### src/rtl/vga_sync_decoder_if.sv
// Bus bundle between a VGA timing source and the sync decoder.
// The master side drives the raw sync samples and the error-clear strobe;
// the slave side (the decoder) returns the recovered position and status.
interface vga_sync_decoder_if;
    logic       pix_en;
    logic       hs;
    logic       vs;
    logic       err_clr;
    logic [8:0] row_addr;
    logic [9:0] col_addr;
    logic       active;
    logic       locked;
    logic       frame_start;
    logic [7:0] frame_cnt;
    logic       err_h;
    logic       err_v;

    modport master (
        output pix_en, hs, vs, err_clr,
        input  row_addr, col_addr, active, locked, frame_start, frame_cnt, err_h, err_v
    );

    modport slave (
        input  pix_en, hs, vs, err_clr,
        output row_addr, col_addr, active, locked, frame_start, frame_cnt, err_h, err_v
    );
endinterface

### src/rtl/vga_sync_decoder.sv
// VGA sync decoder: recovers pixel position from active-low hs/vs samples,
// locks onto a stable line/frame cadence and flags timing violations.
// The visible window size is parameterised so small timings can be used
// without touching the logic; defaults give the standard 640x480 mode.
module vga_sync_decoder #(
    parameter int H_TOTAL     = 800,
    parameter int H_VIS_START = 144,
    parameter int H_VIS       = 640,
    parameter int V_TOTAL     = 525,
    parameter int V_VIS_START = 35,
    parameter int V_VIS       = 480
) (
    input  logic               CLK,
    input  logic               RST,
    vga_sync_decoder_if.slave  bus
);

    typedef enum logic [1:0] {
        ST_SEARCH,
        ST_TRACK,
        ST_LOCKED
    } state_t;

    localparam logic [9:0]  LP_H_LAST   = 10'(H_TOTAL - 1);
    localparam logic [9:0]  LP_H_TOTAL  = 10'(H_TOTAL);
    localparam logic [9:0]  LP_V_LAST   = 10'(V_TOTAL - 1);
    localparam logic [9:0]  LP_V_TOTAL  = 10'(V_TOTAL);
    localparam logic [9:0]  LP_H_OFF    = 10'(H_VIS_START);
    localparam logic [9:0]  LP_V_OFF    = 10'(V_VIS_START);
    localparam logic [10:0] LP_H_VIS_LO = 11'(H_VIS_START);
    localparam logic [10:0] LP_H_VIS_HI = 11'(H_VIS_START + H_VIS);
    localparam logic [10:0] LP_V_VIS_LO = 11'(V_VIS_START);
    localparam logic [10:0] LP_V_VIS_HI = 11'(V_VIS_START + V_VIS);

    state_t     r_state;
    state_t     w_state_nxt;
    logic [9:0] r_hcnt;
    logic [9:0] w_hcnt_nxt;
    logic [9:0] r_vcnt;
    logic [9:0] w_vcnt_nxt;
    logic       r_hs_prev;
    logic       r_vs_prev;
    logic       r_line_ok;
    logic       w_line_ok_nxt;

    logic       w_sample;
    logic       w_hfall;
    logic       w_vfall;
    logic       w_h_at_end;
    logic       w_v_at_end;
    logic       w_hviol;
    logic       w_vviol;
    logic       w_accept;
    logic       w_set_h;
    logic       w_set_v;

    logic       w_locked_nxt;
    logic       w_in_h;
    logic       w_in_v;
    logic       w_active_nxt;
    logic [9:0] w_col_nxt;
    logic [8:0] w_row_nxt;

    logic       r_locked;
    logic       r_active;
    logic [9:0] r_col_addr;
    logic [8:0] r_row_addr;
    logic       r_frame_start;
    logic [7:0] r_frame_cnt;
    logic       r_err_h;
    logic       r_err_v;

    // Edge detection and counter next-values. vs_prev holds the vs level seen
    // at the previous hs fall, so a vs fall is only ever seen at a line start.
    always_comb begin
        w_sample = bus.pix_en;
        w_hfall  = w_sample & r_hs_prev & ~bus.hs;
        w_vfall  = w_hfall & r_vs_prev & ~bus.vs;

        w_hcnt_nxt = r_hcnt;
        if (w_hfall) begin
            w_hcnt_nxt = 10'd0;
        end else if (w_sample && (r_hcnt != 10'h3FF)) begin
            w_hcnt_nxt = r_hcnt + 10'd1;
        end

        w_vcnt_nxt = r_vcnt;
        if (w_vfall) begin
            w_vcnt_nxt = 10'd0;
        end else if (w_hfall && (r_vcnt != 10'h3FF)) begin
            w_vcnt_nxt = r_vcnt + 10'd1;
        end

        w_h_at_end = (r_hcnt == LP_H_LAST);
        w_v_at_end = (r_vcnt == LP_V_LAST);
        w_hviol    = w_hfall ? !w_h_at_end : (w_sample && (w_hcnt_nxt == LP_H_TOTAL));
        w_vviol    = w_vfall ? !w_v_at_end : (w_hfall && (w_vcnt_nxt == LP_V_TOTAL));
    end

    // Lock state machine: TRACK must see one clean frame before LOCKED; only
    // LOCKED reports violations, TRACK just falls back to SEARCH quietly.
    always_comb begin
        w_state_nxt   = r_state;
        w_line_ok_nxt = r_line_ok;
        w_accept      = 1'b0;
        w_set_h       = 1'b0;
        w_set_v       = 1'b0;
        case (r_state)
            ST_SEARCH: begin
                if (w_vfall) begin
                    w_state_nxt   = ST_TRACK;
                    w_line_ok_nxt = 1'b1;
                end
            end
            ST_TRACK: begin
                if (w_vfall) begin
                    if (r_line_ok && w_h_at_end && w_v_at_end) begin
                        w_state_nxt = ST_LOCKED;
                        w_accept    = 1'b1;
                    end else begin
                        w_state_nxt = ST_SEARCH;
                    end
                end else if (w_hfall && !w_h_at_end) begin
                    w_line_ok_nxt = 1'b0;
                end
            end
            ST_LOCKED: begin
                if (w_hviol || w_vviol) begin
                    w_state_nxt = ST_SEARCH;
                    w_set_h     = w_hviol;
                    w_set_v     = w_vviol;
                end else if (w_vfall) begin
                    w_accept = 1'b1;
                end
            end
            default: begin
                w_state_nxt = ST_SEARCH;
            end
        endcase
    end

    // Output decode from the post-sample position so outputs land one CLK
    // after the sample that decides them.
    always_comb begin
        w_locked_nxt = (w_state_nxt == ST_LOCKED);
        w_in_h       = ({1'b0, w_hcnt_nxt} >= LP_H_VIS_LO) && ({1'b0, w_hcnt_nxt} < LP_H_VIS_HI);
        w_in_v       = ({1'b0, w_vcnt_nxt} >= LP_V_VIS_LO) && ({1'b0, w_vcnt_nxt} < LP_V_VIS_HI);
        w_active_nxt = w_locked_nxt && w_in_h && w_in_v;
        w_col_nxt    = 10'd0;
        w_row_nxt    = 9'd0;
        if (w_active_nxt) begin
            w_col_nxt = 10'(w_hcnt_nxt - LP_H_OFF);
            w_row_nxt = 9'(w_vcnt_nxt - LP_V_OFF);
        end
    end

    // Sample-qualified state: everything here advances only on pix_en.
    always_ff @(posedge CLK) begin
        if (RST) begin
            r_state    <= ST_SEARCH;
            r_hcnt     <= 10'd0;
            r_vcnt     <= 10'd0;
            r_hs_prev  <= 1'b1;
            r_vs_prev  <= 1'b1;
            r_line_ok  <= 1'b0;
            r_locked   <= 1'b0;
            r_active   <= 1'b0;
            r_col_addr <= 10'd0;
            r_row_addr <= 9'd0;
        end else if (w_sample) begin
            r_state    <= w_state_nxt;
            r_hcnt     <= w_hcnt_nxt;
            r_vcnt     <= w_vcnt_nxt;
            r_hs_prev  <= bus.hs;
            r_line_ok  <= w_line_ok_nxt;
            r_locked   <= w_locked_nxt;
            r_active   <= w_active_nxt;
            r_col_addr <= w_col_nxt;
            r_row_addr <= w_row_nxt;
            if (w_hfall) begin
                r_vs_prev <= bus.vs;
            end
        end
    end

    // Frame pulse/counter and sticky error flags; a fresh violation beats a
    // simultaneous clear, and the clear itself acts on any CLK.
    always_ff @(posedge CLK) begin
        if (RST) begin
            r_frame_start <= 1'b0;
            r_frame_cnt   <= 8'd0;
            r_err_h       <= 1'b0;
            r_err_v       <= 1'b0;
        end else begin
            r_frame_start <= w_accept;
            if (w_accept) begin
                r_frame_cnt <= r_frame_cnt + 8'd1;
            end
            if (w_set_h) begin
                r_err_h <= 1'b1;
            end else if (bus.err_clr) begin
                r_err_h <= 1'b0;
            end
            if (w_set_v) begin
                r_err_v <= 1'b1;
            end else if (bus.err_clr) begin
                r_err_v <= 1'b0;
            end
        end
    end

    assign bus.locked      = r_locked;
    assign bus.active      = r_active;
    assign bus.col_addr    = r_col_addr;
    assign bus.row_addr    = r_row_addr;
    assign bus.frame_start = r_frame_start;
    assign bus.frame_cnt   = r_frame_cnt;
    assign bus.err_h       = r_err_h;
    assign bus.err_v       = r_err_v;

endmodule

### src/flat_wrapper.sv
// flat-port wrapper written by rule: the top's interface ports become plain ports
module vga_sync_decoder_flat 
#(
    parameter int H_TOTAL     = 800,
    parameter int H_VIS_START = 144,
    parameter int H_VIS       = 640,
    parameter int V_TOTAL     = 525,
    parameter int V_VIS_START = 35,
    parameter int V_VIS       = 480
)
  (CLK, RST, bus_pix_en, bus_hs, bus_vs, bus_err_clr, bus_row_addr, bus_col_addr, bus_active, bus_locked, bus_frame_start, bus_frame_cnt, bus_err_h, bus_err_v);
  vga_sync_decoder_if bus_i ();
  input  logic CLK;
  input  logic RST;
  input wire logic [$bits(bus_i.pix_en)-1:0] bus_pix_en;
  input wire logic [$bits(bus_i.hs)-1:0] bus_hs;
  input wire logic [$bits(bus_i.vs)-1:0] bus_vs;
  input wire logic [$bits(bus_i.err_clr)-1:0] bus_err_clr;
  output wire logic [$bits(bus_i.row_addr)-1:0] bus_row_addr;
  output wire logic [$bits(bus_i.col_addr)-1:0] bus_col_addr;
  output wire logic [$bits(bus_i.active)-1:0] bus_active;
  output wire logic [$bits(bus_i.locked)-1:0] bus_locked;
  output wire logic [$bits(bus_i.frame_start)-1:0] bus_frame_start;
  output wire logic [$bits(bus_i.frame_cnt)-1:0] bus_frame_cnt;
  output wire logic [$bits(bus_i.err_h)-1:0] bus_err_h;
  output wire logic [$bits(bus_i.err_v)-1:0] bus_err_v;
  assign bus_i.pix_en = bus_pix_en;
  assign bus_i.hs = bus_hs;
  assign bus_i.vs = bus_vs;
  assign bus_i.err_clr = bus_err_clr;
  assign bus_row_addr = bus_i.row_addr;
  assign bus_col_addr = bus_i.col_addr;
  assign bus_active = bus_i.active;
  assign bus_locked = bus_i.locked;
  assign bus_frame_start = bus_i.frame_start;
  assign bus_frame_cnt = bus_i.frame_cnt;
  assign bus_err_h = bus_i.err_h;
  assign bus_err_v = bus_i.err_v;
  vga_sync_decoder #(.H_TOTAL(H_TOTAL), .H_VIS_START(H_VIS_START), .H_VIS(H_VIS), .V_TOTAL(V_TOTAL), .V_VIS_START(V_VIS_START), .V_VIS(V_VIS)) u_core (.CLK(CLK), .RST(RST), .bus(bus_i));
endmodule
### config.mk
export PLATFORM = sky130hd
export DESIGN_NAME = vga_sync_decoder_flat
export DESIGN_NICKNAME = d
export VERILOG_FILES = /design/src/rtl/vga_sync_decoder_if.sv /design/src/rtl/vga_sync_decoder.sv /design/src/flat_wrapper.sv
export SDC_FILE = /design/constraint.sdc
export NUM_CORES = 1
export LEC_CHECK = 0
export ABC_AREA = 0
export CAP_MARGIN = 20
export CORE_MARGIN = 4
export CORE_UTILIZATION = 48
export CTS_CLUSTER_DIAMETER = 200
export DETAILED_ROUTE_END_ITERATION = 8
export PLACE_DENSITY = 0.79
export SETUP_SLACK_MARGIN = 0.05
export SYNTH_ARGS = -nofsm -noshare
export SYNTH_HDL_FRONTEND = slang
export SYNTH_SLANG_ARGS = --single-unit
export TNS_END_PERCENT = 1
### constraint.sdc
create_clock -name CLK -period 6.5 [get_ports CLK]
set_clock_uncertainty 0.2 [all_clocks]
set_input_delay 0.65 -clock CLK [delete_from_list [all_inputs] [get_ports CLK]]
set_output_delay 0.65 -clock CLK [all_outputs]
set_load 0.01 [all_outputs]
## Yosys cells after proc, flatten, opt, wreduce, memory -nomap -nowiden

Index checks and enable logic that the tools add are counted.

- $add $sub $neg: 5
- Magnitude comparators: 4
- Equality and inequality tests: 12
- Mux-type cells: 29
- Bitwise gates (word level): 6
- Reduce and logical (&&, ||, !) cells: 20

Operators by type and width:

| cell | count |
|---|---|
| two-way mux 10 bit | 5 |
| equality test 10 bit, second input constant | 4 |
| adder 10 x 1 -> 10 bit, second input constant | 2 |
| less-than comparator 10 bit, second input constant | 2 |
| != test 10 bit, second input constant | 2 |
| two-way mux 1 bit | 16 |
| logical AND 1 bit | 11 |
| >= comparator 10 x 6 -> 1 bit, second input constant | 1 |
| >= comparator 10 x 8 -> 1 bit, second input constant | 1 |
| subtractor 10 x 8 -> 10 bit, second input constant | 1 |
| two-way mux 9 bit | 1 |
| subtractor 9 x 6 -> 9 bit, second input constant | 1 |
| adder 8 x 1 -> 8 bit, second input constant | 1 |
| two-way mux 2 bit | 4 |
| case mux 2 bit (3 select lines) | 1 |
| nonzero test 2 bit | 3 |
| AND reduction 5 bit | 1 |
| AND 1 bit | 4 |
| equality test 2 bit, second input constant | 2 |
| != test 2 x 1 -> 1 bit, second input constant | 2 |
| case mux 1 bit (2 select lines) | 2 |
| equality test 2 x 1 -> 1 bit, second input constant | 1 |
| logical NOT 1 bit | 2 |
| logical NOT 2 bit | 1 |
| 4 further kinds | 5 |

- Register bits after elaboration: 57

## Depth between registers and ports, before layout

Gate-level depths: netlist of run 1.

- Depth in word-level cells: 15
- Mapped depth: 16
- Mapped depth without buffers: 14

## Least setup slack after synthesis of run 1

Ideal clock, no wire load.

- Kind: input to register
- Start point: in bus_pix_en
- End point: reg u_core.r_col_addr[1] (netlist: u_core.bus.col_addr[1])
- Setup time: 119 ps
- Arrival time: 2915 ps
- Required time: 6181 ps
- Slack: 3267 ps
- Stages on the path: 13
- Buffers on the path: 3
- Cell sequence: buf_4 nand3b_1 nor2_2 clkbuf_1 nor2_1 ha_1 o2111ai_1 nor3b_1 and4_4 or3_4 o2111ai_2 buf_6 o21ai_2

- Cells in the longest elaborated chain, start to end: 15

Ends and longest elaborated chain:

| item | line | source |
|---|---|---|
| start, declared | flat_wrapper.sv:15 | `input wire logic [$bits(bus_i.pix_en)-1:0] bus_pix_en;` |
| AND 1 bit * (2 in series) | vga_sync_decoder.sv:77 | `w_hfall = w_sample & r_hs_prev & ~bus.hs;` |
| AND 1 bit / logical AND 1 bit (equally long branches) | vga_sync_decoder.sv:78, vga_sync_decoder.sv:90 |  |
| AND 1 bit / two-way mux 10 bit (equally long branches) | vga_sync_decoder.sv:78, vga_sync_decoder.sv:90 |  |
| two-way mux 10 bit * | vga_sync_decoder.sv:88 | `if (w_vfall) begin` |
| net u_core.w_vcnt_nxt[0] | vga_sync_decoder.sv:40 | `logic [9:0] w_vcnt_nxt;` |
| equality test 10 bit | vga_sync_decoder.sv:97 | `w_vviol = w_vfall ? !w_v_at_end : (w_hfall && (w_vcnt_nxt == LP_V_TOTAL));` |
| logical AND 1 bit | vga_sync_decoder.sv:97 |  |
| two-way mux 1 bit | vga_sync_decoder.sv:97 |  |
| logical OR 1 bit | vga_sync_decoder.sv:128 | `if (w_hviol \|\| w_vviol) begin` |
| two-way mux 2 bit | vga_sync_decoder.sv:128 |  |
| case mux 2 bit (3 select lines) | vga_sync_decoder.sv:108 | `case (r_state)` |
| equality test 2 bit | vga_sync_decoder.sv:145 | `w_locked_nxt = (w_state_nxt == ST_LOCKED);` |
| logical AND 1 bit | vga_sync_decoder.sv:148 | `w_active_nxt = w_locked_nxt && w_in_h && w_in_v;` |
| logical AND 1 bit * | vga_sync_decoder.sv:148 |  |
| two-way mux 10 bit * | vga_sync_decoder.sv:151 | `if (w_active_nxt) begin` |
| end signal, assigned | vga_sync_decoder.sv:178 | `r_col_addr <= w_col_nxt;` |
| end, declared | vga_sync_decoder.sv:66 | `logic [9:0] r_col_addr;` |

Mark *: on every way through the listed nets, which the timed path passes. The rest lies on a longest branch.
A chain may end at the register's enable or synchronous reset.

## Worst setup path after layout of run 1

- Start point: in bus_pix_en
- End point: reg u_core.r_row_addr[7] (netlist: u_core.bus.row_addr[7])

- Cells in the longest elaborated chain, start to end: 15

Ends and longest elaborated chain:

| item | line | source |
|---|---|---|
| AND 1 bit * (2 in series) | vga_sync_decoder.sv:77 |  |
| AND 1 bit / logical AND 1 bit (equally long branches) | vga_sync_decoder.sv:78, vga_sync_decoder.sv:90 |  |
| AND 1 bit / two-way mux 10 bit (equally long branches) | vga_sync_decoder.sv:78, vga_sync_decoder.sv:90 |  |
| two-way mux 10 bit * | vga_sync_decoder.sv:88 |  |
| net u_core.w_vcnt_nxt[0] | vga_sync_decoder.sv:40 |  |
| equality test 10 bit | vga_sync_decoder.sv:97 |  |
| logical AND 1 bit | vga_sync_decoder.sv:97 |  |
| two-way mux 1 bit | vga_sync_decoder.sv:97 |  |
| logical OR 1 bit | vga_sync_decoder.sv:128 |  |
| two-way mux 2 bit | vga_sync_decoder.sv:128 |  |
| case mux 2 bit (3 select lines) | vga_sync_decoder.sv:108 |  |
| equality test 2 bit | vga_sync_decoder.sv:145 |  |
| logical AND 1 bit (2 in series) | vga_sync_decoder.sv:148 |  |
| two-way mux 9 bit * | vga_sync_decoder.sv:151 |  |
| end signal, assigned | vga_sync_decoder.sv:179 | `r_row_addr <= w_row_nxt;` |
| end, declared | vga_sync_decoder.sv:67 | `logic [8:0] r_row_addr;` |

Marks and branches as above.

==> results of run 1 <==
==> layout make-up <==
class / instances / area share
clock buffers: 13 / 0.04150
clock inverters: 2 / 0.01476
inverters: 11 / 0.01014
multi-input cells: 312 / 0.5254
flip-flops and latches: 57 / 0.2804
well taps: 96 / 0.02951
repair buffers: 41 / 0.09837
==> logic make-up (layout without fill, tap and decap cells) <==
group / Yosys count / in the layout / share of synthesized area
simple gates: 187 / 187 / 0.2990
buf+inv: 32 / 67 / 0.04898
mux: 6 / 6 / 0.01996
xor+xnor: 19 / 19 / 0.04826
flops: 57 / 57 / 0.3309
compound gates: 87 / 87 / 0.2057
fa+ha+maj: 13 / 13 / 0.04717
==> worst max path at each step <==
stage / end / slack, ns / cells after the start
6_report: u_core.bus.row_addr[7]$_SDFFE_PP0P_ / 1.73 / 13
3_3_place_gp: u_core.bus.col_addr[3]$_SDFFE_PP0P_ / 1.62 / 13
2_1_floorplan: u_core.bus.col_addr[1]$_SDFFE_PP0P_ / 3.27 / 13
5_1_grt: u_core.bus.col_addr[1]$_SDFFE_PP0P_ / 1.39 / 13
4_1_cts: u_core.bus.row_addr[7]$_SDFFE_PP0P_ / 1.78 / 13
3_5_place_dp: u_core.bus.row_addr[7]$_SDFFE_PP0P_ / 1.44 / 13
==> registers in the layout, summed over array words and instances, names as in the netlist <==
name	count
u_core.r_hcnt	10
u_core.r_line_ok	1
u_core.bus.frame_start	1
u_core.bus.frame_cnt	8
u_core.r_vs_prev	1
u_core.r_hs_prev	1
u_core.bus.row_addr	9
u_core.bus.locked	1
u_core.bus.err_h	1
u_core.r_vcnt	10
u_core.r_state	2
u_core.bus.active	1
u_core.bus.err_v	1
u_core.bus.col_addr	10
==> per-stage QoR <==
stage | instance area, sq um | hold WS, ns | std cells
after floorplan | 3448 | 0.2533 | 401
after global routing | 4070 | 0.2688 | 532
final | 4070 | 0.2582 | 532
after CTS | 4070 | 0.2592 | 532
after detailed placement | 3841 | 0.2335 | 517
after global placement | 3841 | 0.2336 | 517
==> power by group through the flow <==
| stage | sequential (uW) | clock, uW | combinational [uW] |
|---|---|---|---|
| floorplan | 363 | 0 | 32.3 |
| global placement | 363 | 0 | 43.6 |
| detailed placement | 364 | 0 | 45.1 |
| CTS | 356 | 394 | 45.4 |
| global route | 356 | 404 | 50.1 |
| finish | 356 | 385 | 45.9 |
==> worst min-delay path: cells and delay by family, from the launching register on <==
kind / cells / cell delay [ns]
compound gates: 1 / 0.04
simple gates: 1 / 0.06
flops: 1 / 0.31
==> layer usage <==
metal,wire length (microns),GRT usage,up-vias
met3,574,0.04630,27
li1,-,-,1498
met2,4262,0.3557,133
met5,0,0,-
met4,256,0.09280,0
met1,3636,0.2630,1490
==> layout by cell type (no fill, tap or decap), types with 3 or more instances in the layout <==
cell type,instances
sky130_fd_sc_hd__buf_4,4
sky130_fd_sc_hd__nor2b_1,5
sky130_fd_sc_hd__xnor2_1,11
sky130_fd_sc_hd__nand4_1,6
sky130_fd_sc_hd__and3_1,6
sky130_fd_sc_hd__o21ai_0,11
sky130_fd_sc_hd__a31oi_1,5
sky130_fd_sc_hd__nand2b_1,8
sky130_fd_sc_hd__dfxtp_1,57
sky130_fd_sc_hd__o21ai_2,19
sky130_fd_sc_hd__nand2_1,53
sky130_fd_sc_hd__nor2_1,42
sky130_fd_sc_hd__ha_1,13
sky130_fd_sc_hd__a21oi_1,13
sky130_fd_sc_hd__clkbuf_8,12
sky130_fd_sc_hd__o211ai_1,6
sky130_fd_sc_hd__nand4b_1,3
sky130_fd_sc_hd__inv_1,11
sky130_fd_sc_hd__and2_1,3
sky130_fd_sc_hd__mux2i_1,3
sky130_fd_sc_hd__nand3_1,17
sky130_fd_sc_hd__nor3_1,10
sky130_fd_sc_hd__xor2_1,8
sky130_fd_sc_hd__nand3b_1,6
sky130_fd_sc_hd__clkdlybuf4s50_1,37
==> impl_table.tex, run 1 <==
\begin{tabular}{lr}
\hline
Metric & Value \\
\hline
\multicolumn{2}{l}{\textbf{Cells and area}} \\
\quad Final net count & 451 \\
\quad Share of cells above drive strength 1 & 0.1491 \\
\quad Area occupied by registers & 1141 sq um \\
\quad Combined area of the multi-input logic cells & 2138 sq um \\
\quad Core utilization of the finished layout & 0.5925 \\
\quad Post-synthesis to final-layout area growth & 18.03\% \\
\quad Number of antenna diodes & 0 \\
\quad Fill cell count & 624 \\
\multicolumn{2}{l}{\textbf{Min path}} \\
\quad Cell depth of the worst min-delay path & 2 \\
\quad Worst-case hold path end point & u\_core.bus.col\_addr[7]\$\_SDFFE\_PP0P\_ \\
\quad Start point of the worst hold path & u\_core.bus.col\_addr[7]\$\_SDFFE\_PP0P\_ \\
\quad Type of the most critical hold path & reg2reg \\
\multicolumn{2}{l}{\textbf{Placed design}} \\
\quad Final weighted congestion in routability-driven placement & 0.9185 \\
\quad Number of port buffers & 37 \\
\quad DP Worst Slack & 1.442 ns \\
\quad Final HPWL from detailed placement & 6322 microns \\
\multicolumn{2}{l}{\textbf{Logic synthesis}} \\
\quad Most frequent cell after synthesis & sky130\_fd\_sc\_hd\_\_dfxtp\_1 \\
\quad Post-synth EDFFs & 0 \\
\quad Top cells by area in the synthesized netlist & sky130\_fd\_sc\_hd\_\_dfxtp\_1 (33\%), sky130\_fd\_sc\_hd\_\_nand2\_1 (5.8\%), sky130\_fd\_sc\_hd\_\_o21ai\_2 (4.8\%) \\
\quad Instance count of the mapped netlist & 401 \\
\quad Sequential share of the synthesized area & 0.3309 \\
\quad Largest area contributor in the netlist & sky130\_fd\_sc\_hd\_\_dfxtp\_1 \\
\quad Number of synthesis warnings & 0 \\
\quad Top cells by instance count after synthesis & sky130\_fd\_sc\_hd\_\_dfxtp\_1 (57), sky130\_fd\_sc\_hd\_\_nand2\_1 (53), sky130\_fd\_sc\_hd\_\_nor2\_1 (42) \\
\quad Netlist Area Pre-Place & 3448 sq um \\
\quad Share of synthesized registers carrying an async set or reset & 0 \\
\quad Syn\_area\_per\_cell & 8.599 sq um \\
\quad Synthesized Nets & 420 \\
\quad Register bit total from synthesis & 57 \\
\quad Dominant synthesized flop cell & sky130\_fd\_sc\_hd\_\_dfxtp\_1 \\
\quad Unique masters post-synth & 78 \\
\quad Proportion of netlist area held by the largest area contributor & 0.3309 \\
\multicolumn{2}{l}{\textbf{Route}} \\
\quad DRT Wirelength & 8730 microns \\
\quad Routed via count divided by cell count & 5.917 \\
\quad DR vias & 3148 \\
\quad Post-route DRC & 0 \\
\quad Violation count after the first detailed-routing iteration & 187 \\
\quad DR WL/cell & 16.41 microns \\
\quad Antenna violation net count after detailed routing & 0 \\
\quad Initial DRT Pass Iterations & 5 \\
\multicolumn{2}{l}{\textbf{Timing}} \\
\quad Final Critical Period & 4.767 ns \\
\quad Post-route clock period utilization & 0.7335 \\
\quad TNS Setup & 0 ns \\
\quad Highest attainable clock frequency & 209.8 MHz \\
\quad Tightest slew margin relative to the limit & 0.4691 \\
\quad Slew at the pin closest to its max-slew limit & 0.7891 ns \\
\quad Number of slew-limit violations in the final report & 0 \\
\quad Number of endpoints failing setup at the final stage & 0 \\
\quad Setup ws final & 1.733 ns \\
\quad Hold Fails Final Rpt & 0 \\
\quad Setup repair after global routing missed its margin & false \\
\multicolumn{2}{l}{\textbf{Worst setup path}} \\
\quad Peak fanout along the critical path & 20 \\
\quad Cell-by-cell trace of the critical path & clkdlybuf4s50\_1 > nand3b\_1 > a31oi\_1 > xnor2\_1 > nor2\_1 > ha\_1 > o2111ai\_1 > nor3b\_1 > and4\_4 > nor3\_1 > o2111ai\_2 > buf\_4 > o21ai\_2 \\
\quad Crit Reg-Reg Startpoint & u\_core.r\_vcnt[0]\$\_SDFFE\_PP0P\_ \\
\quad Critical Path AT & 4.80 ns \\
\quad Largest delay share family, worst path & simple AND/OR/NAND/NOR gates \\
\quad Origin of the worst setup path & bus\_pix\_en \\
\quad Type of destination of the critical path & flip-flop \\
\quad Kind of critical path & in2reg \\
\quad Worst R2R Setup Slack & 2.61 ns \\
\quad Worst path slowest cell & sky130\_fd\_sc\_hd\_\_clkdlybuf4s50\_1 \\
\quad Crit path launch type & input port \\
\quad Worst-case reg-to-reg path depth & 13 \\
\quad Buf/Inv on CP & 2 \\
\quad Critical path required time & 6.53 ns \\
\quad Critical R2R Capture & u\_core.bus.row\_addr[7]\$\_SDFFE\_PP0P\_ \\
\quad Slowest Stage Delay on Critical Path & 0.94 ns \\
\multicolumn{2}{l}{\textbf{Power and ir drop}} \\
\quad VDD IR-drop max & 0.1017 mV \\
\quad Combinational fraction of design power & 0.058 \\
\quad PD cells & 193.3 nW/um\^{}2 \\
\quad Internal power component & 613.1 uW \\
\quad Share of power burned in registers & 0.453 \\
\quad Reported leakage power & 0.001565 uW \\
\quad Final total power & 786.6 uW \\
\quad Fraction of power spent switching nets & 0.2206 \\
\quad Relative contribution of the clock network to total power & 0.489 \\
\quad Switching component of the power & 173.6 uW \\
\multicolumn{2}{l}{\textbf{Floorplanning}} \\
\quad Die Span X & 92.76 microns \\
\quad Starting density of the core & 0.5020 \\
\quad Placeable Area & 6869 sq um \\
\quad FP Rows & 30 \\
\quad Ports & 38 \\
\quad Vert. Die Dim & 92.76 microns \\
\quad Die Outline Area & 8604 sq um \\
\multicolumn{2}{l}{\textbf{CTS}} \\
\quad CTS H-Tree Depth & 3 \\
\quad Insertion delay of the later-clocked pin in the worst-skew pair & 0.35 ns \\
\quad Total of cells resized after clock tree synthesis & 0 \\
\quad Number of post-CTS setup repair buffers & 0 \\
\quad Deepest clock path buffer count & 2 \\
\quad Clock transition at path regs & 0.06 ns \\
\quad Clock tree from TritonCTS & yes \\
\quad Buffer type at the clock tree root & sky130\_fd\_sc\_hd\_\_clkbuf\_8 \\
\quad Total of hold buffers inserted after clock tree synthesis & 0 \\
\quad Clk sink count & 57 \\
\quad CTS Buf Count & 9 \\
\multicolumn{2}{l}{\textbf{Job}} \\
\quad Max-cap violations & 0 \\
\multicolumn{2}{l}{\textbf{GRT}} \\
\quad Via count of the first global-routing pass & 2956 \\
\quad Total track usage & 0.2132 \\
\quad Number of antenna violations at the first check in global routing & 0 \\
\quad Overall overflow remaining after global route & 0 \\
\quad Global-route wire length before repair & 14590 microns \\
\quad Maximum number of pins on one net before global-route repair & 39 \\
\multicolumn{2}{l}{\textbf{Outcome}} \\
\quad Outcome & finished, final reports clean \\
\hline
\end{tabular}
Power figures use the tool's default switching activity.
==> run 2: changes to the inputs <==
--- a/config.mk
+++ b/config.mk
@@ -11,7 +11,7 @@
 export CORE_UTILIZATION = 48
 export CTS_CLUSTER_DIAMETER = 200
 export DETAILED_ROUTE_END_ITERATION = 8
-export PLACE_DENSITY = 0.79
+export PLACE_DENSITY = 0.81
 export SETUP_SLACK_MARGIN = 0.05
 export SYNTH_ARGS = -nofsm -noshare
 export SYNTH_HDL_FRONTEND = slang
==> constraint.sdc (replaced) <==
create_clock -name CLK -period 4.1 [get_ports CLK]
set_clock_uncertainty 0.2 [all_clocks]
set_input_delay 0.41 -clock CLK [delete_from_list [all_inputs] [get_ports CLK]]
set_output_delay 0.41 -clock CLK [all_outputs]
set_load 0.01 [all_outputs]
==> run 2 against run 1 <==
Core utilization up 0.73 points. Register-to-register slack worse by 2.1 ns. Sequential share of layout area fell by 0.34 points. Highest routed layer unchanged. Sequential cell count did not move. Setup slack worse by 1.2 ns. Largest cell class unchanged. Final area rose by 1.2%. Clock power increased by 58%. First-iteration DRC count shrank 14%. Wire length barely moved. Clock-buffer cell count unchanged. Critical path depth grew 1.
==> impl_table.tex, run 2 (same netlist as run 1, synthesis figures left out) <==
\begin{tabular}{lr}
\hline
Metric & Value \\
\hline
\multicolumn{2}{l}{\textbf{Outcome}} \\
\quad Outcome & finished, final reports clean \\
\multicolumn{2}{l}{\textbf{CTS}} \\
\quad Clock transition at path regs & 0.06 ns \\
\quad Number of post-CTS setup repair buffers & 0 \\
\quad Clock tree from TritonCTS & yes \\
\quad Insertion delay of the later-clocked pin in the worst-skew pair & 0.34 ns \\
\quad Buffer type at the clock tree root & sky130\_fd\_sc\_hd\_\_clkbuf\_8 \\
\quad Deepest clock path buffer count & 2 \\
\quad Clk sink count & 57 \\
\quad CTS Buf Count & 9 \\
\quad CTS H-Tree Depth & 3 \\
\quad Total of cells resized after clock tree synthesis & 0 \\
\quad Total of hold buffers inserted after clock tree synthesis & 0 \\
\multicolumn{2}{l}{\textbf{Worst setup path}} \\
\quad Critical path required time & 4.13 ns \\
\quad Crit path launch type & flip-flop \\
\quad Critical R2R Capture & u\_core.bus.active\$\_SDFFE\_PP0P\_ \\
\quad Worst R2R Setup Slack & 0.53 ns \\
\quad Kind of critical path & reg2reg \\
\quad Critical Path AT & 3.60 ns \\
\quad Type of destination of the critical path & flip-flop \\
\quad Peak fanout along the critical path & 18 \\
\quad Worst-case reg-to-reg path depth & 14 \\
\quad Crit Reg-Reg Startpoint & u\_core.r\_hcnt[0]\$\_SDFFE\_PP0P\_ \\
\multicolumn{2}{l}{\textbf{GRT}} \\
\quad Global-route wire length before repair & 14500 microns \\
\quad Number of antenna violations at the first check in global routing & 0 \\
\quad Via count of the first global-routing pass & 3051 \\
\quad Total track usage & 0.2111 \\
\quad Maximum number of pins on one net before global-route repair & 38 \\
\quad Overall overflow remaining after global route & 0 \\
\multicolumn{2}{l}{\textbf{Cells and area}} \\
\quad Fill cell count & 610 \\
\quad Post-route insts no fill & 537 \\
\quad Core utilization of the finished layout & 0.5998 \\
\quad Final net count & 456 \\
\quad Share of cells above drive strength 1 & 0.1587 \\
\quad Most common library cell in the layout ignoring fill and taps & sky130\_fd\_sc\_hd\_\_dfxtp\_1 \\
\quad Number of antenna diodes & 0 \\
\quad Post-synthesis to final-layout area growth & 19.48\% \\
\quad Commonest non-fill, non-tap cells in the layout & sky130\_fd\_sc\_hd\_\_dfxtp\_1 (57), sky130\_fd\_sc\_hd\_\_nand2\_1 (53), sky130\_fd\_sc\_hd\_\_nor2\_1 (42) \\
\multicolumn{2}{l}{\textbf{Min path}} \\
\quad Worst-case hold path end point & u\_core.bus.col\_addr[6]\$\_SDFFE\_PP0P\_ \\
\quad Cell depth of the worst min-delay path & 2 \\
\quad Start point of the worst hold path & u\_core.bus.col\_addr[6]\$\_SDFFE\_PP0P\_ \\
\quad Type of the most critical hold path & reg2reg \\
\multicolumn{2}{l}{\textbf{Placed design}} \\
\quad DP Worst Slack & 0.3927 ns \\
\quad Number of port buffers & 37 \\
\quad Final weighted congestion in routability-driven placement & 0.9272 \\
\quad Cell total after placement & 522 \\
\quad Final HPWL from detailed placement & 6367 microns \\
\multicolumn{2}{l}{\textbf{Route}} \\
\quad DR WL/cell & 16.27 microns \\
\quad DRT Wirelength & 8738 microns \\
\quad Initial DRT Pass Iterations & 5 \\
\quad Post-route DRC & 0 \\
\quad DR vias & 3099 \\
\quad Violation count after the first detailed-routing iteration & 161 \\
\quad Routed via count divided by cell count & 5.771 \\
\quad Antenna violation net count after detailed routing & 0 \\
\multicolumn{2}{l}{\textbf{Floorplanning}} \\
\quad Die Span X & 92.76 microns \\
\quad Placeable Area & 6869 sq um \\
\quad Vert. Die Dim & 92.76 microns \\
\quad FP Rows & 30 \\
\quad Die Outline Area & 8604 sq um \\
\quad Ports & 38 \\
\quad Starting density of the core & 0.5020 \\
\multicolumn{2}{l}{\textbf{Job}} \\
\quad Max-cap violations & 0 \\
\multicolumn{2}{l}{\textbf{Timing}} \\
\quad TNS Setup & 0 ns \\
\quad Post-route clock period utilization & 0.8712 \\
\quad Tightest slew margin relative to the limit & 0.4878 \\
\quad Final Critical Period & 3.572 ns \\
\quad Hold slack final & 0.2554 ns \\
\quad Slew at the pin closest to its max-slew limit & 0.7613 ns \\
\quad Setup repair after global routing missed its margin & false \\
\quad Number of endpoints failing setup at the final stage & 0 \\
\quad Number of slew-limit violations in the final report & 0 \\
\quad Hold Fails Final Rpt & 0 \\
\quad Highest attainable clock frequency & 280.0 MHz \\
\quad Setup ws final & 0.5279 ns \\
\multicolumn{2}{l}{\textbf{Power and ir drop}} \\
\quad Reported leakage power & 0.001595 uW \\
\quad PD cells & 302.4 nW/um\^{}2 \\
\quad VDD IR-drop max & 0.1901 mV \\
\hline
\end{tabular}
==> run 2: changes by cell type in the layout (fill, tap and decap cells not counted) <==
cell and change:
sky130_fd_sc_hd__buf_4 +4, sky130_fd_sc_hd__buf_12 +1
==> run 2: worst max path at each step <==
stage / start / endpoint / slack [ns] / depth (start not counted)
detailed placement: bus_pix_en / u_core.bus.active$_SDFFE_PP0P_ / 0.39 / 11
global placement: bus_pix_en / u_core.bus.col_addr[3]$_SDFFE_PP0P_ / 0.40 / 11
CTS: u_core.r_hcnt[0]$_SDFFE_PP0P_ / u_core.bus.col_addr[3]$_SDFFE_PP0P_ / 0.54 / 14
finish: u_core.r_hcnt[0]$_SDFFE_PP0P_ / u_core.bus.active$_SDFFE_PP0P_ / 0.53 / 14
global route: u_core.r_hcnt[0]$_SDFFE_PP0P_ / u_core.bus.col_addr[3]$_SDFFE_PP0P_ / 0.27 / 14
floorplan: u_core.r_vcnt[0]$_SDFFE_PP0P_ / u_core.bus.col_addr[1]$_SDFFE_PP0P_ / 1.00 / 15
==> run 2: report_power, final <==
| group | internal [uW] | leakage [uW] | switching, uW | total, uW |
|---|---|---|---|---|
| Clock | 389 | 0.000116 | 219 | 608 |
| Combinational | 26.7 | 0.00102 | 47.5 | 74.2 |
| Sequential | 558 | 0.000460 | 6.17 | 564 |
| Total | 974 | 0.00160 | 272 | 1250 |
==> run 2: critical path, stage by stage, from the launching register on <==
cell,delay (ns)
sky130_fd_sc_hd__dfxtp_1,0.44
sky130_fd_sc_hd__ha_1,0.33
sky130_fd_sc_hd__nand2_1,0.21
sky130_fd_sc_hd__nor3_4,0.25
sky130_fd_sc_hd__nand3b_1,0.15
sky130_fd_sc_hd__o211ai_1,0.23
sky130_fd_sc_hd__inv_1,0.12
sky130_fd_sc_hd__ha_1,0.16
sky130_fd_sc_hd__and3_1,0.15
sky130_fd_sc_hd__nand3_1,0.12
sky130_fd_sc_hd__nor4_4,0.35
sky130_fd_sc_hd__nor3_1,0.12
sky130_fd_sc_hd__o2111ai_2,0.34
sky130_fd_sc_hd__buf_12,0.23
sky130_fd_sc_hd__nand2_1,0.08
==> run 2: area by class of cell <==
| cell class | count | area, sq um | area share |
|---|---|---|---|
| clock inverter | 2 | 60.06 | 0.01458 |
| timing repair buffer | 46 | 450.4 | 0.1093 |
| inverter | 11 | 41.29 | 0.01002 |
| sequential | 57 | 1141 | 0.2770 |
| clock buffer | 13 | 168.9 | 0.04100 |
| tap | 96 | 120.1 | 0.02915 |
| multi-input combinational | 312 | 2138 | 0.5190 |
==> run 2: stage by stage <==
step / power, uW / cell area [sq um]
finish: 1246 / 4120
global route: 1290 / 4120
CTS: 1254 / 4120
detailed placement: 649.3 / 3891
global placement: 647.3 / 3891
floorplan: 626.0 / 3448
==> run 2: layer usage <==
metal	track usage	up-vias	share of wire
met1	0.2435	1441	0.41
met3	0.06336	22	0.059
met2	0.3629	122	0.50
met4	0.08547	0	0.030
li1	-	1514	-
met5	0	-	0
==> run 3: changes to the inputs <==
--- a/config.mk
+++ b/config.mk
@@ -7,7 +7,6 @@
 export LEC_CHECK = 0
 export ABC_AREA = 0
 export CAP_MARGIN = 20
-export CORE_MARGIN = 4
 export CORE_UTILIZATION = 48
 export CTS_CLUSTER_DIAMETER = 200
 export DETAILED_ROUTE_END_ITERATION = 8
==> run 3 against run 2 <==
Register-to-register slack improved by 0.07 ns. Largest cell class unchanged. Core utilization did not move. Highest routed layer unchanged. Combinational power fell by 0.9%. Clock-buffer cell count did not move. Non-clock buffer count rose by 2. Final area did not move. Sequential power barely moved. Critical endpoint is now u_core.bus.row_addr[5]$_SDFFE_PP0P_.
==> impl_table.tex, run 3 (same netlist as run 1, synthesis figures left out) <==
\begin{tabular}{lr}
\hline
Metric & Value \\
\hline
\multicolumn{2}{l}{\textbf{Timing}} \\
\quad TNS Setup & 0 ns \\
\quad Highest attainable clock frequency & 283.3 MHz \\
\quad Setup repair after global routing missed its margin & false \\
\quad Final Critical Period & 3.530 ns \\
\quad Hold Fails Final Rpt & 0 \\
\quad Post-route clock period utilization & 0.8611 \\
\quad Number of slew-limit violations in the final report & 0 \\
\quad Number of endpoints failing setup at the final stage & 0 \\
\quad Tightest slew margin relative to the limit & 0.4485 \\
\quad Slew at the pin closest to its max-slew limit & 0.8187 ns \\
\multicolumn{2}{l}{\textbf{Power and ir drop}} \\
\quad PD cells & 291.3 nW/um\^{}2 \\
\quad VDD IR-drop max & 0.2017 mV \\
\quad Fraction of power spent switching nets & 0.2280 \\
\quad Internal power component & 926.7 uW \\
\quad Switching component of the power & 273.7 uW \\
\quad Reported leakage power & 0.001602 uW \\
\quad Combinational fraction of design power & 0.061 \\
\quad Relative contribution of the clock network to total power & 0.469 \\
\quad Share of power burned in registers & 0.470 \\
\multicolumn{2}{l}{\textbf{Worst setup path}} \\
\quad Crit path launch type & input port \\
\quad Critical path required time & 4.14 ns \\
\quad Worst-case reg-to-reg path depth & 14 \\
\quad Capturing element of the worst setup path & u\_core.bus.row\_addr[5]\$\_SDFFE\_PP0P\_ \\
\quad Peak fanout along the critical path & 17 \\
\quad Critical Path AT & 3.57 ns \\
\quad Worst R2R Setup Slack & 0.60 ns \\
\quad Type of destination of the critical path & flip-flop \\
\quad Origin of the worst setup path & bus\_pix\_en \\
\quad Crit Reg-Reg Startpoint & u\_core.r\_hcnt[0]\$\_SDFFE\_PP0P\_ \\
\quad Critical R2R Capture & u\_core.bus.row\_addr[5]\$\_SDFFE\_PP0P\_ \\
\quad Kind of critical path & in2reg \\
\multicolumn{2}{l}{\textbf{Route}} \\
\quad Violation count after the first detailed-routing iteration & 204 \\
\quad Post-route DRC & 0 \\
\quad Initial DRT Pass Iterations & 4 \\
\quad DR vias & 3068 \\
\quad Antenna violation net count after detailed routing & 0 \\
\quad Routed via count divided by cell count & 5.692 \\
\quad DR WL/cell & 15.82 microns \\
\quad DRT Wirelength & 8525 microns \\
\multicolumn{2}{l}{\textbf{CTS}} \\
\quad Clock transition at path regs & 0.06 ns \\
\quad Clk sink count & 57 \\
\quad Total of hold buffers inserted after clock tree synthesis & 0 \\
\quad Number of post-CTS setup repair buffers & 0 \\
\quad Clock tree from TritonCTS & yes \\
\quad CTS H-Tree Depth & 3 \\
\quad Insertion delay of the later-clocked pin in the worst-skew pair & 0.35 ns \\
\quad Buffer type at the clock tree root & sky130\_fd\_sc\_hd\_\_clkbuf\_8 \\
\quad CTS Buf Count & 9 \\
\quad Total of cells resized after clock tree synthesis & 0 \\
\quad Deepest clock path buffer count & 2 \\
\multicolumn{2}{l}{\textbf{Cells and area}} \\
\quad Design area & 4120 sq um \\
\quad Most common library cell in the layout ignoring fill and taps & sky130\_fd\_sc\_hd\_\_dfxtp\_1 \\
\quad Post-synthesis to final-layout area growth & 19.48\% \\
\quad Commonest non-fill, non-tap cells in the layout & sky130\_fd\_sc\_hd\_\_dfxtp\_1 (57), sky130\_fd\_sc\_hd\_\_nand2\_1 (53), sky130\_fd\_sc\_hd\_\_nor2\_1 (42) \\
\quad Share of cells above drive strength 1 & 0.1648 \\
\quad Number of antenna diodes & 0 \\
\quad Final net count & 458 \\
\multicolumn{2}{l}{\textbf{GRT}} \\
\quad Number of antenna violations at the first check in global routing & 0 \\
\quad Via count of the first global-routing pass & 2939 \\
\quad Total track usage & 0.2401 \\
\quad Global-route wire length before repair & 13830 microns \\
\quad Overall overflow remaining after global route & 0 \\
\quad Maximum number of pins on one net before global-route repair & 39 \\
\multicolumn{2}{l}{\textbf{Placed design}} \\
\quad Area of placed instances & 3906 sq um \\
\quad Final weighted congestion in routability-driven placement & 0.9456 \\
\quad Final HPWL from detailed placement & 6284 microns \\
\quad Number of port buffers & 37 \\
\multicolumn{2}{l}{\textbf{Floorplanning}} \\
\quad Die Span X & 86.76 microns \\
\quad Die Outline Area & 7527 sq um \\
\quad Vert. Die Dim & 86.76 microns \\
\quad FP Rows & 30 \\
\quad Starting density of the core & 0.5020 \\
\quad Placeable Area & 6869 sq um \\
\quad Ports & 38 \\
\multicolumn{2}{l}{\textbf{Min path}} \\
\quad Type of the most critical hold path & reg2reg \\
\multicolumn{2}{l}{\textbf{Job}} \\
\quad Max-cap violations & 0 \\
\multicolumn{2}{l}{\textbf{Outcome}} \\
\quad Outcome & finished, final reports clean \\
\hline
\end{tabular}
[run 3: cell type report]
class	count	area [sq um]
tap	96	120.1
sequential	57	1141
clock inverter	2	35.03
multi-input combinational	312	2138
clock buffer	13	178.9
fill	624	2749
timing repair buffer	48	465.4
inverter	11	41.29
[run 3: worst min path at each step]
stage,cells after the start,start,slack [ns],end
after floorplan,2,u_core.r_vs_prev$_SDFFE_PP1P_,0.25,u_core.r_vs_prev$_SDFFE_PP1P_
after global placement,2,u_core.bus.active$_SDFFE_PP0P_,0.23,u_core.bus.active$_SDFFE_PP0P_
after detailed placement,2,u_core.bus.active$_SDFFE_PP0P_,0.24,u_core.bus.active$_SDFFE_PP0P_
after CTS,2,u_core.bus.active$_SDFFE_PP0P_,0.25,u_core.bus.active$_SDFFE_PP0P_
after global routing,2,u_core.bus.active$_SDFFE_PP0P_,0.26,u_core.bus.active$_SDFFE_PP0P_
final,2,u_core.bus.active$_SDFFE_PP0P_,0.24,u_core.bus.active$_SDFFE_PP0P_
[run 3: metal layers]
metal  part of all wire  global-route usage  vias to the layer above
met5                  0                   0                        -
met4              0.031              0.1212                        0
met3              0.044             0.05238                       20
met2               0.50              0.4076                       82
met1               0.43              0.2857                     1448
li1                   -                   -                     1518
[run 3: worst max-delay path: stages]
cell and delay, ns:
sky130_fd_sc_hd__clkdlybuf4s50_1 0.57, sky130_fd_sc_hd__buf_4 0.25, sky130_fd_sc_hd__and3b_4 0.33, sky130_fd_sc_hd__nand2_1 0.24, sky130_fd_sc_hd__nand2_1 0.19, sky130_fd_sc_hd__inv_1 0.06
sky130_fd_sc_hd__ha_1 0.24, sky130_fd_sc_hd__a31oi_1 0.26, sky130_fd_sc_hd__a31o_1 0.24, sky130_fd_sc_hd__a21boi_0 0.13, sky130_fd_sc_hd__o211a_1 0.25, sky130_fd_sc_hd__o2111ai_2 0.10
sky130_fd_sc_hd__buf_12 0.21, sky130_fd_sc_hd__o21ai_2 0.07
[run 3: power by group through the flow]
stage	Sequential (uW)	Combinational, uW	Clock [uW]
after floorplan	575	51.2	0
after global placement	576	70.0	0
after detailed placement	576	72.2	0
after CTS	564	72.7	570
after global routing	564	80.4	596
final	564	73.5	562
[run 3: metrics by stage]
step	hold WS, ns	std cells	util	setup slack (ns)	total power (uW)
finish	0.2431	539	0.5998	0.5696	1200
global placement	0.2336	524	0.5687	0.3972	645.9
global route	0.2588	539	0.5998	0.3748	1241
detailed placement	0.2390	524	0.5687	0.2769	648.5
floorplan	0.2533	401	-	1.001	626.0
CTS	0.2490	539	0.5998	0.6112	1207
